File: src/rtl/hilo_pkg.sv
// hilo_pkg: shared constants for the HI/LO unit (op codes, FSM encoding, flag bit positions).
package hilo_pkg;

    localparam logic [4:0] FS_MUL = 5'h1E;
    localparam logic [4:0] FS_DIV = 5'h1F;

    typedef enum logic [1:0] {
        IDLE     = 2'd0,
        MUL_BUSY = 2'd1,
        DIV_BUSY = 2'd2
    } hilo_state_t;

    localparam int F_N = 3;
    localparam int F_Z = 2;
    localparam int F_V = 1;
    localparam int F_C = 0;

    // True for the long-latency ops that own HI/LO until they commit
    function automatic logic is_muldiv(input logic [4:0] fs);
        return (fs == FS_MUL) || (fs == FS_DIV);
    endfunction

endpackage

File: src/rtl/hilo_lat_counter.sv
// hilo_lat_counter: loadable down-counter that stops at zero and flags it.
module hilo_lat_counter #(
    parameter int CNT_W = 6
) (
    input  logic             clk,
    input  logic             reset,
    input  logic             i_load,
    input  logic [CNT_W-1:0] i_load_val,
    input  logic             i_dec,
    output logic [CNT_W-1:0] o_cnt,
    output logic             o_zero
);

    logic [CNT_W-1:0] r_cnt;

    // Load wins over decrement; decrement saturates at zero
    always_ff @(posedge clk) begin
        if (reset)
            r_cnt <= '0;
        else if (i_load)
            r_cnt <= i_load_val;
        else if (i_dec && (r_cnt != '0))
            r_cnt <= r_cnt - 1'b1;
    end

    assign o_cnt  = r_cnt;
    assign o_zero = (r_cnt == '0);

endmodule

File: src/rtl/hilo_unit.sv
// hilo_unit: HI/LO register file with MPY/DIV latency interlock, flag latch
// and mfhi/mflo/mthi/mtlo service. Optional divide-by-zero trap is enabled
// by defining HILO_DIVZERO_TRAP_EN (adds T_zero input and divz_trap output).
module hilo_unit
    import hilo_pkg::*;
#(
    parameter int MUL_LAT = 4,
    parameter int DIV_LAT = 32,
    parameter int CNT_W   = 6
) (
    input  logic        clk,
    input  logic        reset,
    input  logic        alu_valid,
    input  logic [4:0]  FS,
    input  logic [31:0] Y_hi,
    input  logic [31:0] Y_lo,
    input  logic        N,
    input  logic        Z,
    input  logic        V,
    input  logic        C,
`ifdef HILO_DIVZERO_TRAP_EN
    input  logic        T_zero,
`endif
    input  logic        rd_req,
    input  logic        wr_req,
    input  logic        sel_hi,
    input  logic [31:0] wr_data,
    output logic        stall,
    output logic        busy,
    output logic        rd_valid,
    output logic [31:0] rd_data,
    output logic [31:0] HI,
    output logic [31:0] LO,
`ifdef HILO_DIVZERO_TRAP_EN
    output logic        divz_trap,
`endif
    output logic [3:0]  flags
);

    localparam logic [CNT_W-1:0] MUL_CNT = CNT_W'(MUL_LAT - 1);
    localparam logic [CNT_W-1:0] DIV_CNT = CNT_W'(DIV_LAT - 1);

    hilo_state_t      r_state;
    logic [63:0]      r_shadow;
    logic [31:0]      r_hi;
    logic [31:0]      r_lo;
    logic [3:0]       r_flags;
    logic             r_rd_valid;
    logic [31:0]      r_rd_data;

    logic             w_busy;
    logic             w_cnt_zero;
    logic [CNT_W-1:0] w_cnt;
    logic             w_commit;
    logic             w_commit_wr;
    logic             w_muldiv;
    logic             w_stall_alu;
    logic             w_stall_rd;
    logic             w_stall_wr;
    logic             w_alu_acc;
    logic             w_issue;
    logic             w_rd_acc;
    logic             w_wr_acc;
    logic [CNT_W-1:0] w_load_val;
    logic [31:0]      w_hi_now;
    logic [31:0]      w_lo_now;

    assign w_busy   = (r_state != IDLE);
    assign w_commit = w_busy && w_cnt_zero;
    assign w_muldiv = alu_valid && is_muldiv(FS);

    // A new MPY/DIV is refused for the whole busy window, commit cycle
    // included; reads only need to wait until the result is known.
    assign w_stall_alu = w_muldiv && w_busy;
    assign w_stall_rd  = rd_req && w_busy && !w_commit;
    assign w_stall_wr  = wr_req && w_busy;
    assign stall       = w_stall_alu || w_stall_rd || w_stall_wr;

    assign w_alu_acc  = alu_valid && !w_stall_alu;
    assign w_issue    = w_muldiv && !w_busy;
    assign w_rd_acc   = rd_req && !w_stall_rd;
    assign w_wr_acc   = wr_req && !w_stall_wr;
    assign w_load_val = (FS == FS_MUL) ? MUL_CNT : DIV_CNT;

`ifdef HILO_DIVZERO_TRAP_EN
    logic r_shadow_tz;
    logic r_divz_trap;

    // A trapped divide runs its full latency but never lands in HI/LO
    assign w_commit_wr = w_commit && !((r_state == DIV_BUSY) && r_shadow_tz);

    // Trap pulse follows the commit cycle of a zero-divisor DIV
    always_ff @(posedge clk) begin
        if (reset) begin
            r_shadow_tz <= 1'b0;
            r_divz_trap <= 1'b0;
        end else begin
            if (w_issue)
                r_shadow_tz <= (FS == FS_DIV) && T_zero;
            r_divz_trap <= w_commit && (r_state == DIV_BUSY) && r_shadow_tz;
        end
    end

    assign divz_trap = r_divz_trap;
`else
    assign w_commit_wr = w_commit;
`endif

    // Values a read sees this cycle: the committing result is bypassed
    assign w_hi_now = w_commit_wr ? r_shadow[63:32] : r_hi;
    assign w_lo_now = w_commit_wr ? r_shadow[31:0]  : r_lo;

    hilo_lat_counter #(.CNT_W(CNT_W)) u_cnt (
        .clk        (clk),
        .reset      (reset),
        .i_load     (w_issue),
        .i_load_val (w_load_val),
        .i_dec      (w_busy),
        .o_cnt      (w_cnt),
        .o_zero     (w_cnt_zero)
    );

    // Busy FSM: capture result into shadow at issue, return to IDLE on commit
    always_ff @(posedge clk) begin
        if (reset) begin
            r_state  <= IDLE;
            r_shadow <= '0;
        end else begin
            case (r_state)
                IDLE: begin
                    if (w_issue) begin
                        r_shadow <= {Y_hi, Y_lo};
                        r_state  <= (FS == FS_MUL) ? MUL_BUSY : DIV_BUSY;
                    end
                end
                MUL_BUSY, DIV_BUSY: begin
                    if (w_commit)
                        r_state <= IDLE;
                end
                default: r_state <= IDLE;
            endcase
        end
    end

    // HI/LO update: commit first, an accepted mthi/mtlo overrides it
    always_ff @(posedge clk) begin
        if (reset) begin
            r_hi <= '0;
            r_lo <= '0;
        end else begin
            if (w_commit_wr) begin
                r_hi <= r_shadow[63:32];
                r_lo <= r_shadow[31:0];
            end
            if (w_wr_acc) begin
                if (sel_hi)
                    r_hi <= wr_data;
                else
                    r_lo <= wr_data;
            end
        end
    end

    // Flag latch on every accepted ALU op; commit leaves flags alone
    always_ff @(posedge clk) begin
        if (reset)
            r_flags <= '0;
        else if (w_alu_acc) begin
            r_flags[F_N] <= N;
            r_flags[F_Z] <= Z;
            r_flags[F_V] <= V;
            r_flags[F_C] <= C;
        end
    end

    // mfhi/mflo response: one-cycle valid, data holds until the next read
    always_ff @(posedge clk) begin
        if (reset) begin
            r_rd_valid <= 1'b0;
            r_rd_data  <= '0;
        end else begin
            r_rd_valid <= w_rd_acc;
            if (w_rd_acc)
                r_rd_data <= sel_hi ? w_hi_now : w_lo_now;
        end
    end

    // Control unit never issues MPY/DIV alongside an accepted mthi/mtlo
    a_no_issue_with_wr : assert property (@(posedge clk) disable iff (reset)
        !(w_issue && w_wr_acc));

    assign busy     = w_busy;
    assign rd_valid = r_rd_valid;
    assign rd_data  = r_rd_data;
    assign HI       = r_hi;
    assign LO       = r_lo;
    assign flags    = r_flags;

endmodule
File: config.mk
export PLATFORM = sky130hd
export DESIGN_NAME = hilo_unit
export DESIGN_NICKNAME = d
export VERILOG_FILES = /design/src/rtl/hilo_pkg.sv /design/src/rtl/hilo_lat_counter.sv /design/src/rtl/hilo_unit.sv
export SDC_FILE = /design/constraint.sdc
export NUM_CORES = 1
export LEC_CHECK = 0
export ABC_AREA = 1
export CORE_MARGIN = 2
export CORE_UTILIZATION = 44
export CTS_BUF_LIST = sky130_fd_sc_hd__clkbuf_16
export CTS_CLUSTER_DIAMETER = 120
export CTS_CLUSTER_SIZE = 30
export DETAILED_ROUTE_END_ITERATION = 8
export PLACE_DENSITY = 0.82
export SLEW_MARGIN = 20
export SYNTH_ARGS = -nofsm -noshare
export SYNTH_HDL_FRONTEND = slang
export SYNTH_HIERARCHICAL = 1
export SYNTH_SLANG_ARGS = --single-unit
File: constraint.sdc
create_clock -name clk -period 2 [get_ports clk]
set_clock_uncertainty 0.15 [all_clocks]
set_input_delay 0.2 -clock clk [delete_from_list [all_inputs] [get_ports clk]]
set_output_delay 0.2 -clock clk [all_outputs]
set_load 0.01 [all_outputs]
==> metrics.csv <==
stage;metric;value;unit
worst_hold_path;Hold WC Path Type;input pin to flop;
sta;minimum clock period;1.98;ns
die;io pins;214;
sta;final setup TNS;0;ns
detailed_routing;DRT iter0 DRCs;558;
outcome;outcome;completed;
power_and_ir_drop;PwrDens;750;nW/um^2
synthesis;complex-gate fraction of the synthesized area;19.1;%
die;Die Y-Extent;137;um
sta;setup violators final;0;
worst_setup_path;Required @ worst endpoint;2.17;ns
place;Port Buffer Count;213;
worst_setup_path;CP max stage cell;dfxtp_2;
cts;cts hold-fix bufs;0;
cts;CTS tree;built;
detailed_routing;WL final;24000;um
cts;Root Buffer;clkbuf_16;
global_route;initial antenna violation count;0;
synthesis;xor/xnor share of the synthesized area;0.112;%
synthesis;Mapped Area;7840;um^2
place;Routability Congestion;0.842;
power_and_ir_drop;Flop pwr share;45.1;%
global_route;first-pass GRT wire length;35300;um
power_and_ir_drop;combinational share of power;17.4;%
cts;clock latency on the worst-skew pair;0.43;ns
sta;Period Utilization, post-route;98.8;%
global_route;pin count of the biggest net entering global routing;74;
worst_setup_path;crit path max fanout;17;
layout;antenna cells;0;
detailed_routing;residual DRC count;0;
detailed_routing;Via density;5.05;
synthesis;total number of yosys warnings;6;
die;cell row count;48;
power_and_ir_drop;Pint;5.95;mW
detailed_routing;WL per Instance;15.2;um
synthesis;FF+latch count, synth;173;
detailed_routing;Final ANT Viol Nets;0;
detailed_routing;Via Count;7969;
global_route;vias in the first global route;7320;
worst_setup_path;most frequent CP cell;buf_12;
worst_setup_path;family with the most delay on the worst path;buffers and inverters;
synthesis;synth unique cells;34;
detailed_routing;drt first pass iters;5;
synthesis;sequential-to-total area share from yosys stat;44.2;%
synthesis;largest family of logic cells by synthesized area;simple AND/OR/NAND/NOR gates;
cts;Max Buffers Root-to-Sink;2;
worst_setup_path;max incr delay on CP;0.32;ns
die;Core Region;17400;um^2
synthesis;Cells after Synth;1132;
synthesis;adder-cell share of the synthesized area;0.479;%
cts;H-tree levels;4;
global_route;total gr overflow;0;
synthesis;simple-gate portion of the synthesized area;23.4;%
sta;Hold Slack;0.0569;ns
worst_setup_path;crit path DAT;2.15;ns
worst_setup_path;Worst setup SP type;flop;
sta;RSZ-0062 raised after global routing;yes;
layout;Layout Nets;1453;
sta;f_max;506;MHz
worst_setup_path;CP Capture Type;flop;
cts;Num CTS Buffers;17;
die;die width;137;um
power_and_ir_drop;Clk network pwr share;37.5;%
flow_run;Max-Cap Viols;0;
power_and_ir_drop;Sw Pwr;2.28;mW
sta;Final Hold Viols;0;
cts;clk slew on worst S/H paths;0.06;ns
synthesis;synthesized area per cell;6.92;um^2
global_route;GRT Total Usage;23.8;%
layout;share of layout cells above drive strength 1;10.6;%
worst_setup_path;worst path cell trace;inv_1, ha_1, nand3_2, inv_2, nand2_4, buf_12, a21oi_4, buf_12, buf_12, nand3_1, nand2_1, inv_1;
worst_setup_path;CP bufs+invs;6;
power_and_ir_drop;Lkg Pwr;4.69;nW
power_and_ir_drop;maximum vdd drop;0.586;mV
die;Starting Density;45.2;%
synthesis;multiplexer area fraction after synthesis;0;%
cts;CTS sink cnt;173;
place;post-detail-place hpwl;15200;um
die;die area;18900;um^2
power_and_ir_drop;sw frac;27.7;%
layout;Area growth, synth to finish;40.2;%
sta;final slew viol count;0;
worst_setup_path;WS Path Type;flop to flop;
[flip-flops by register name (all words and copies together), names as in the netlist]
name and count:
HI 32, LO 32, flags 4, r_shadow 64
r_state 2, rd_data 32, rd_valid 1, u_cnt/o_cnt 6
[worst min-delay path, stage by stage]
cell and delay, ns:
buf_2 0.12, inv_2 0.12, o21ai_0 0.10, nor2_1 0.04
[routing by layer]
layer	GRT usage, %	share of wire (%)
met2	41.6	49
met5	0	0
met3	4.12	7.4
met1	28.8	41
met4	9.85	2.0
[cell usage after synthesis]
master	n	share of area [%]
nand3_2	1	0.13
nand3_1	43	2.7
a21oi_2	1	0.11
dfxtp_1	173	44
o21ai_2	27	3.0
a21oi_4	1	0.21
nor3_1	1	0.064
buf_6	8	1.1
nand2_2	18	1.4
inv_4	1	0.080
nand3b_1	1	0.096
buf_4	4	0.38
nand4_1	1	0.080
nor2_2	2	0.16
buf_2	14	0.89
inv_1	146	7.0
buf_1	4	0.19
a21oi_1	72	4.6
o311ai_0	1	0.11
o21ai_0	130	8.3
nor2_1	208	10
o21bai_1	1	0.096
clkinv_1	1	0.048
conb_1	2	0.096
clkbuf_1	38	1.8
buf_12	2	0.51
clkbuf_2	1	0.064
o21ai_1	42	2.7
inv_2	2	0.096
nand2_1	179	8.6
buf_8	2	0.38
xnor2_1	1	0.11
ha_1	3	0.48
nand2_4	1	0.14
[power groups by stage]
stage | registers, mW | logic (mW) | clock network [mW]
after global placement | 3.79 | 1.35 | 0
final | 3.72 | 1.43 | 3.09
after floorplan | 3.84 | 0.605 | 0
after CTS | 3.72 | 1.38 | 3.12
after detailed placement | 3.79 | 1.37 | 0
after global routing | 3.73 | 1.57 | 3.24
[cells by family after synthesis]
| kind of cell | count (synthesis) |
|---|---|
| buffers and inverters | 223 |
| flip-flops | 173 |
| AND/OR/NAND/NOR | 455 |
| AO/OA/AOI/OAI | 275 |
| adder cells (fa/ha/maj) | 3 |
| XOR/XNOR | 1 |
| other | 2 |
[timing repair]
action,4_1_cts,5_1_grt
pin swaps,0,2
cloned,0,4
setup buffers,0,4
setup endpoints to repair,2,33
resized for setup,8,9
[worst paths after layout]
path | from | end | slack [ns] | depth (start not counted)
worst max-delay path | u_cnt/o_cnt[0]$_SDFFE_PP0P_ | rd_data[30]$_SDFFE_PP0P_ | 0.02 | 12
worst min-delay path | reset | flags[0]$_SDFFE_PP0P_ | 0.06 | 4
worst max register to register | u_cnt/o_cnt[0]$_SDFFE_PP0P_ | rd_data[30]$_SDFFE_PP0P_ | 0.02 | 12
worst min register to register | r_shadow[54]$_SDFFE_PP0P_ | r_shadow[54]$_SDFFE_PP0P_ | 0.30 | 2
[stage by stage]
step	setup slack, ns	instance area [um^2]	utilization, %	total power, mW	std cells
2_1_floorplan	0.0431	7840	-	4.45	1133
3_3_place_gp	-0.0377	10300	59.1	5.14	1537
3_5_place_dp	-0.0702	10300	59.1	5.16	1537
4_1_cts	0.00898	10800	62.2	8.22	1569
5_1_grt	-0.0606	11000	63.3	8.55	1577
6_report	0.0232	11000	63.3	8.24	1577
[final cells by class]
cell class	instances	area (um^2)
Timing Repair Buffer	260	2690
Clock inverter	15	114
Clock buffer	17	425
Sequential cell	173	3460
Multi-Input combinational cell	737	3440
Tap cell	225	282
Fill cell	1542	6370
Inverter	150	568
[cell usage in the layout, fill, tap and decap left out, types with 4 or more instances in the layout]
cell / instances
a21oi_1: 72
buf_12: 9
buf_4: 32
clkbuf_16: 21
clkdlybuf4s50_1: 209
dfxtp_1: 172
inv_1: 146
inv_6: 5
nand2_1: 179
nand2_2: 18
nand3_1: 39
nand3_2: 4
nor2_1: 208
o21ai_0: 130
o21ai_1: 42
o21ai_2: 27
(Power assumes the default switching activity.)
==> variant 1, RTL diff (same flow settings) <==
`CNT_W` is set to 6 in 2 places; all go to 3.
--- a/src/rtl/hilo_lat_counter.sv
+++ b/src/rtl/hilo_lat_counter.sv
@@ -1,6 +1,6 @@
 // hilo_lat_counter: loadable down-counter that stops at zero and flags it.
 module hilo_lat_counter #(
-    parameter int CNT_W = 6
+    parameter int CNT_W = 3
 ) (
     input  logic             clk,
     input  logic             reset,
--- a/src/rtl/hilo_unit.sv
+++ b/src/rtl/hilo_unit.sv
@@ -6,7 +6,7 @@
 #(
     parameter int MUL_LAT = 4,
     parameter int DIV_LAT = 32,
-    parameter int CNT_W   = 6
+    parameter int CNT_W   = 3
 ) (
     input  logic        clk,
     input  logic        reset,
Function: no difference found for any inputs over 4 cycles, from zero or initial values and one cycle with reset high; that may be too few to reach the edited logic, so the function may still have changed.
==> variant 1 against the original RTL <==
Die area decreased by 2.8%. Synthesized area fell by 2.9%. Highest routed layer unchanged. Worst setup slack better by 0.058 ns. Power is 1.5% lower. Critical path depth fell by 1. Routed wire length increased by 1.7%. Sequential cell count down 3. Cell area decreased by 0.89%. Cell count decreased by 2.3%.
==> variant 1: results (changes against the original RTL) <==
| Metric | Value |
|---|---|
| Metal-1 WL | 9580 um (-2.9%) |
| Max stage delay on crit path | 0.30 ns (-0.02 ns) |
| Worst Path Arrival | 2.09 ns (-0.06 ns) |
| Count of different cell masters after synthesis | 29 (-15%) |
| Maximum VDD drop | 0.000609 V (+3.9%) |
| Seq power | 3.66 mW (-2%) |
| Post-Place Worst Slack | -0.0585 ns (+0.0117 ns) |
| Min-Delay Endpoint | rd_valid |
| PostCTS Resize Cnt | 9 (+1) |
| Worst-path fanout max | 8 (-9) |
| Hold WS | 0.146 ns (+0.0893 ns) |
| Share of cells above drive strength 1 | 0.113 (+0.00678) |
| GRT met3 Usage | 0.0569 (+0.0157) |
| Hold Crit Depth | 3 (-1) |
| Internal reg-to-reg setup slack | 0.08 ns (+0.06 ns) |
| Post-layout util | 0.636 (+0.00318) |
| Initial core utilization | 0.445 (-0.00675) |
| Reg-to-Reg End | rd_data[28] |
| Vias in the first global route | 7400 (+1.1%) |
| Fill count | 1497 (-2.9%) |
| Seq/Total Area, Yosys | 0.447 (+0.00511) |
| List of most frequent post-synthesis cells | nor2_1 (208), dfxtp_1 (170), nand2_1 (163) |
| Net count reported at finish | 1417 (-2.5%) |
| Switching power | 2.14 mW (-6.1%) |
| Top cell type's share of synthesized area | 0.447 (+0.00511) |
| Outcome | finished clean |
| Initial antenna violation count | 1 (+1) |
| Post-placement cell area | 9990 sq um (-2.6%) |
| Maximum clock frequency | 0.521 GHz (+3.0%) |
| Met2 GRT Util | 0.423 (+0.00686) |
| Met1 usage | 0.286 (-0.00222) |
| Gp weighted congestion | 0.868 (+3.1%) |
| Met2 routed WL | 11700 um (-1.1%) |
| Largest net degree at the start of global routing | 71 (-4.1%) |
| Reg2Reg Depth | 11 (-1) |
| Routed wire per std cell | 15.8 um (+4.1%) |
| GR Util All Layers | 0.246 (+0.00828) |
| CP max stage cell | dfxtp_1 |
| Metal3 WL | 2250 um (+26%) |
| DP Cell Count | 1495 (-2.7%) |
| Detail Placement HPWL | 15000 um (-1.6%) |
| Syn avg cell area | 6.94 sq um (+0.24%) |
-- variant 1: how the worst max path moves through the flow --
stage,start,to,cells after the start
2_1_floorplan,r_state[0],u_cnt/o_cnt[1],9
3_3_place_gp,u_cnt/o_cnt[0],stall,5
3_5_place_dp,FS[4],stall,6
4_1_cts,r_state[1],stall,6
5_1_grt,r_state[1],stall,6
6_report,u_cnt/o_cnt[1],rd_data[28],11
-- variant 1: logic make-up (layout without fill, tap and decap cells) --
logic type / after synthesis / count (layout) / share of synthesized area
flops: 170 / 170 / 0.447
buf+inv: 223 / 440 / 0.130
compound gates: 267 / 267 / 0.190
fa+ha+maj: 3 / 3 / 0.00493
other cells: 1 / 3 / 0.000493
simple gates: 433 / 433 / 0.228
-- variant 1: final cells by class --
class	count	area share
flip-flops and latches	170	0.313
multi-input cells	705	0.308
repair buffers	258	0.252
inverters	151	0.0527
clock buffers	17	0.0391
well taps	225	0.0258
clock inverters	14	0.00988
diodes	1	0.000230
==> variant 2, RTL diff (same settings) <==
Without the edit above. The 3 states of `hilo_state_t` get a one-hot encoding in 3 bits.
--- a/src/rtl/hilo_pkg.sv
+++ b/src/rtl/hilo_pkg.sv
@@ -4,10 +4,10 @@
     localparam logic [4:0] FS_MUL = 5'h1E;
     localparam logic [4:0] FS_DIV = 5'h1F;
 
-    typedef enum logic [1:0] {
-        IDLE     = 2'd0,
-        MUL_BUSY = 2'd1,
-        DIV_BUSY = 2'd2
+    typedef enum logic [2:0] {
+        IDLE     = 3'b001,
+        MUL_BUSY = 3'b010,
+        DIV_BUSY = 3'b100
     } hilo_state_t;
 
     localparam int F_N = 3;
Function: no difference found for any inputs over 4 cycles, from zero or initial values and one cycle with reset high; so few cycles prove little.
==> variant 2 against the original RTL <==
Worst setup slack better by 0.031 ns. Routed wire length increased by 12%. Highest routed layer unchanged. Non-clock buffer count up 1. Sequential cell count rose by 1. Synthesized area up 2.0%. Cell area is 2.6% higher. Power increased by 8.5%. Critical path depth down 9.
==> variant 2: results (changes against the original RTL) <==
| Metric | Value |
|---|---|
| Outcome | finished clean |
| Total number of vias | 8587 (+7.8%) |
| Vias in the first global route | 7827 (+6.9%) |
| Syn avg cell area | 6.80 sq um (-1.9%) |
| Initial DRC Count | 831 (+49%) |
| First-pass GRT wire length | 40200 um (+14%) |
| Maximum VDD drop | 0.000620 V (+5.9%) |
| R2r startpoint | u_cnt/o_cnt[1] |
| Gp weighted congestion | 0.870 (+3.4%) |
| Seq/Total Area, Yosys | 0.436 (-0.00600) |
| Count of different cell masters after synthesis | 29 (-15%) |
| Detail Placement HPWL | 17400 um (+15%) |
| Min-Delay Endpoint | r_shadow[56] |
| Most area-consuming cells after synthesis | dfxtp_1 (44%), nand3_1 (10%), a21oi_1 (8.6%) |
| Internal reg-to-reg setup slack | 0.06 ns (+0.04 ns) |
| List of most frequent post-synthesis cells | inv_1 (176), dfxtp_1 (174), nand3_1 (167) |
| GR Util All Layers | 0.257 (+0.0195) |
| Reg-to-Reg End | rd_data[9] |
| Leak Pwr | 4.81 nW (+2.6%) |
| Worst-path fanout max | 9 (-8) |
| Hold WS | 0.211 ns (+0.154 ns) |
| Post-Place Worst Slack | -0.0304 ns (+0.0398 ns) |
| Final std cells w/o fill | 1618 (+2.6%) |
| Routed wire per std cell | 16.6 um (+9.4%) |
| Hold Crit Depth | 5 (+1) |
| Max stage delay on crit path | 0.56 ns (+0.24 ns) |
| Largest net degree at the start of global routing | 76 (+2.7%) |
-- variant 2: cell types whose count changed in the layout (fill, tap and decap cells not counted), moves of 6 or more --
cell	unedited run	this run
nand2_1	179	132
buf_4	32	25
nand2_2	18	2
a21oi_1	72	137
o21ai_2	27	0
nand3_1	39	166
inv_1	146	174
buf_6	0	6
o21ai_0	130	114
nor2_1	208	144
o21ai_1	42	19
-- variant 2: worst register-to-register path, stage by stage (launching register included) --
cell,delay (ns)
dfxtp_2,0.33
inv_1,0.07
ha_2,0.18
nand3_2,0.11
inv_2,0.10
inv_2,0.04
buf_4,0.14
a21boi_4,0.18
buf_6,0.18
clkbuf_16,0.17
nor2_1,0.05
nor2_1,0.10
nand2_1,0.07
inv_1,0.05
-- variant 2: metrics by stage --
| step | power, mW | TNS (ns) | area [sq um] |
|---|---|---|---|
| after detailed placement | 5.51 | -0.0413 | 10500 |
| after CTS | 8.88 | 0 | 11100 |
| after floorplan | 4.65 | 0 | 8000 |
| final | 8.93 | 0 | 11300 |
| after global placement | 5.48 | -0.00775 | 10500 |
| after global routing | 9.24 | -0.0985 | 11300 |
-- variant 2: cell families after synthesis --
group | count (synthesis) | share of synthesized area
AOI/OAI and AO/OA | 274 | 0.174
xor gates and xnor gates | 1 | 0.00110
adders and majority gates | 2 | 0.00313
buffers and inverters | 260 | 0.133
DFF | 174 | 0.436
other | 2 | 0.000940
and+or+nand+nor | 463 | 0.252
-- variant 2: layer usage --
layer  vias to the layer above  global-route usage  routed length [um]
li1                       4164                   -                   -
met3                        95              0.0508                2360
met1                      3870               0.340               11200
met5                         -                   0                   0
met4                         0               0.130                1320
met2                       458               0.402               12000
-- variant 2: worst max path at each step --
stage | startpoint | slack (ns) | endpoint
finish | r_state[2] | 0.05 | busy
global route | u_cnt/o_cnt[1] | -0.02 | rd_data[13]
CTS | r_state[2] | 0.01 | busy
detailed placement | FS[2] | -0.03 | stall
global placement | FS[2] | -0.008 | stall
floorplan | u_cnt/o_cnt[0] | 0.06 | rd_data[5]
-- variant 2: layout make-up --
type	instances	area (sq um)	share of cell area
clock inverters	14	169	0.0150
well taps	229	287	0.0254
multi-input cells	743	3500	0.310
clock buffers	17	425	0.0377
flip-flops and latches	174	3490	0.309
repair buffers	261	2730	0.242
inverters	180	677	0.0601
-- variant 2: power breakdown --
part / switching [mW] / internal, mW / leakage, nW / total, mW
Combinational: 0.920 / 0.841 / 3.09 / 1.76
Clock: 1.44 / 1.97 / 0.292 / 3.40
Sequential: 0.109 / 3.66 / 1.43 / 3.77
-- variant 2: repair_timing --
| action | in CTS | in global routing |
|---|---|---|
| buffers inserted | 2 | 2 |
| setup endpoints to repair | 2 | 62 |
| gates cloned | 0 | 8 |
| gates resized for setup | 5 | 12 |
| pin swaps | 1 | 1 |
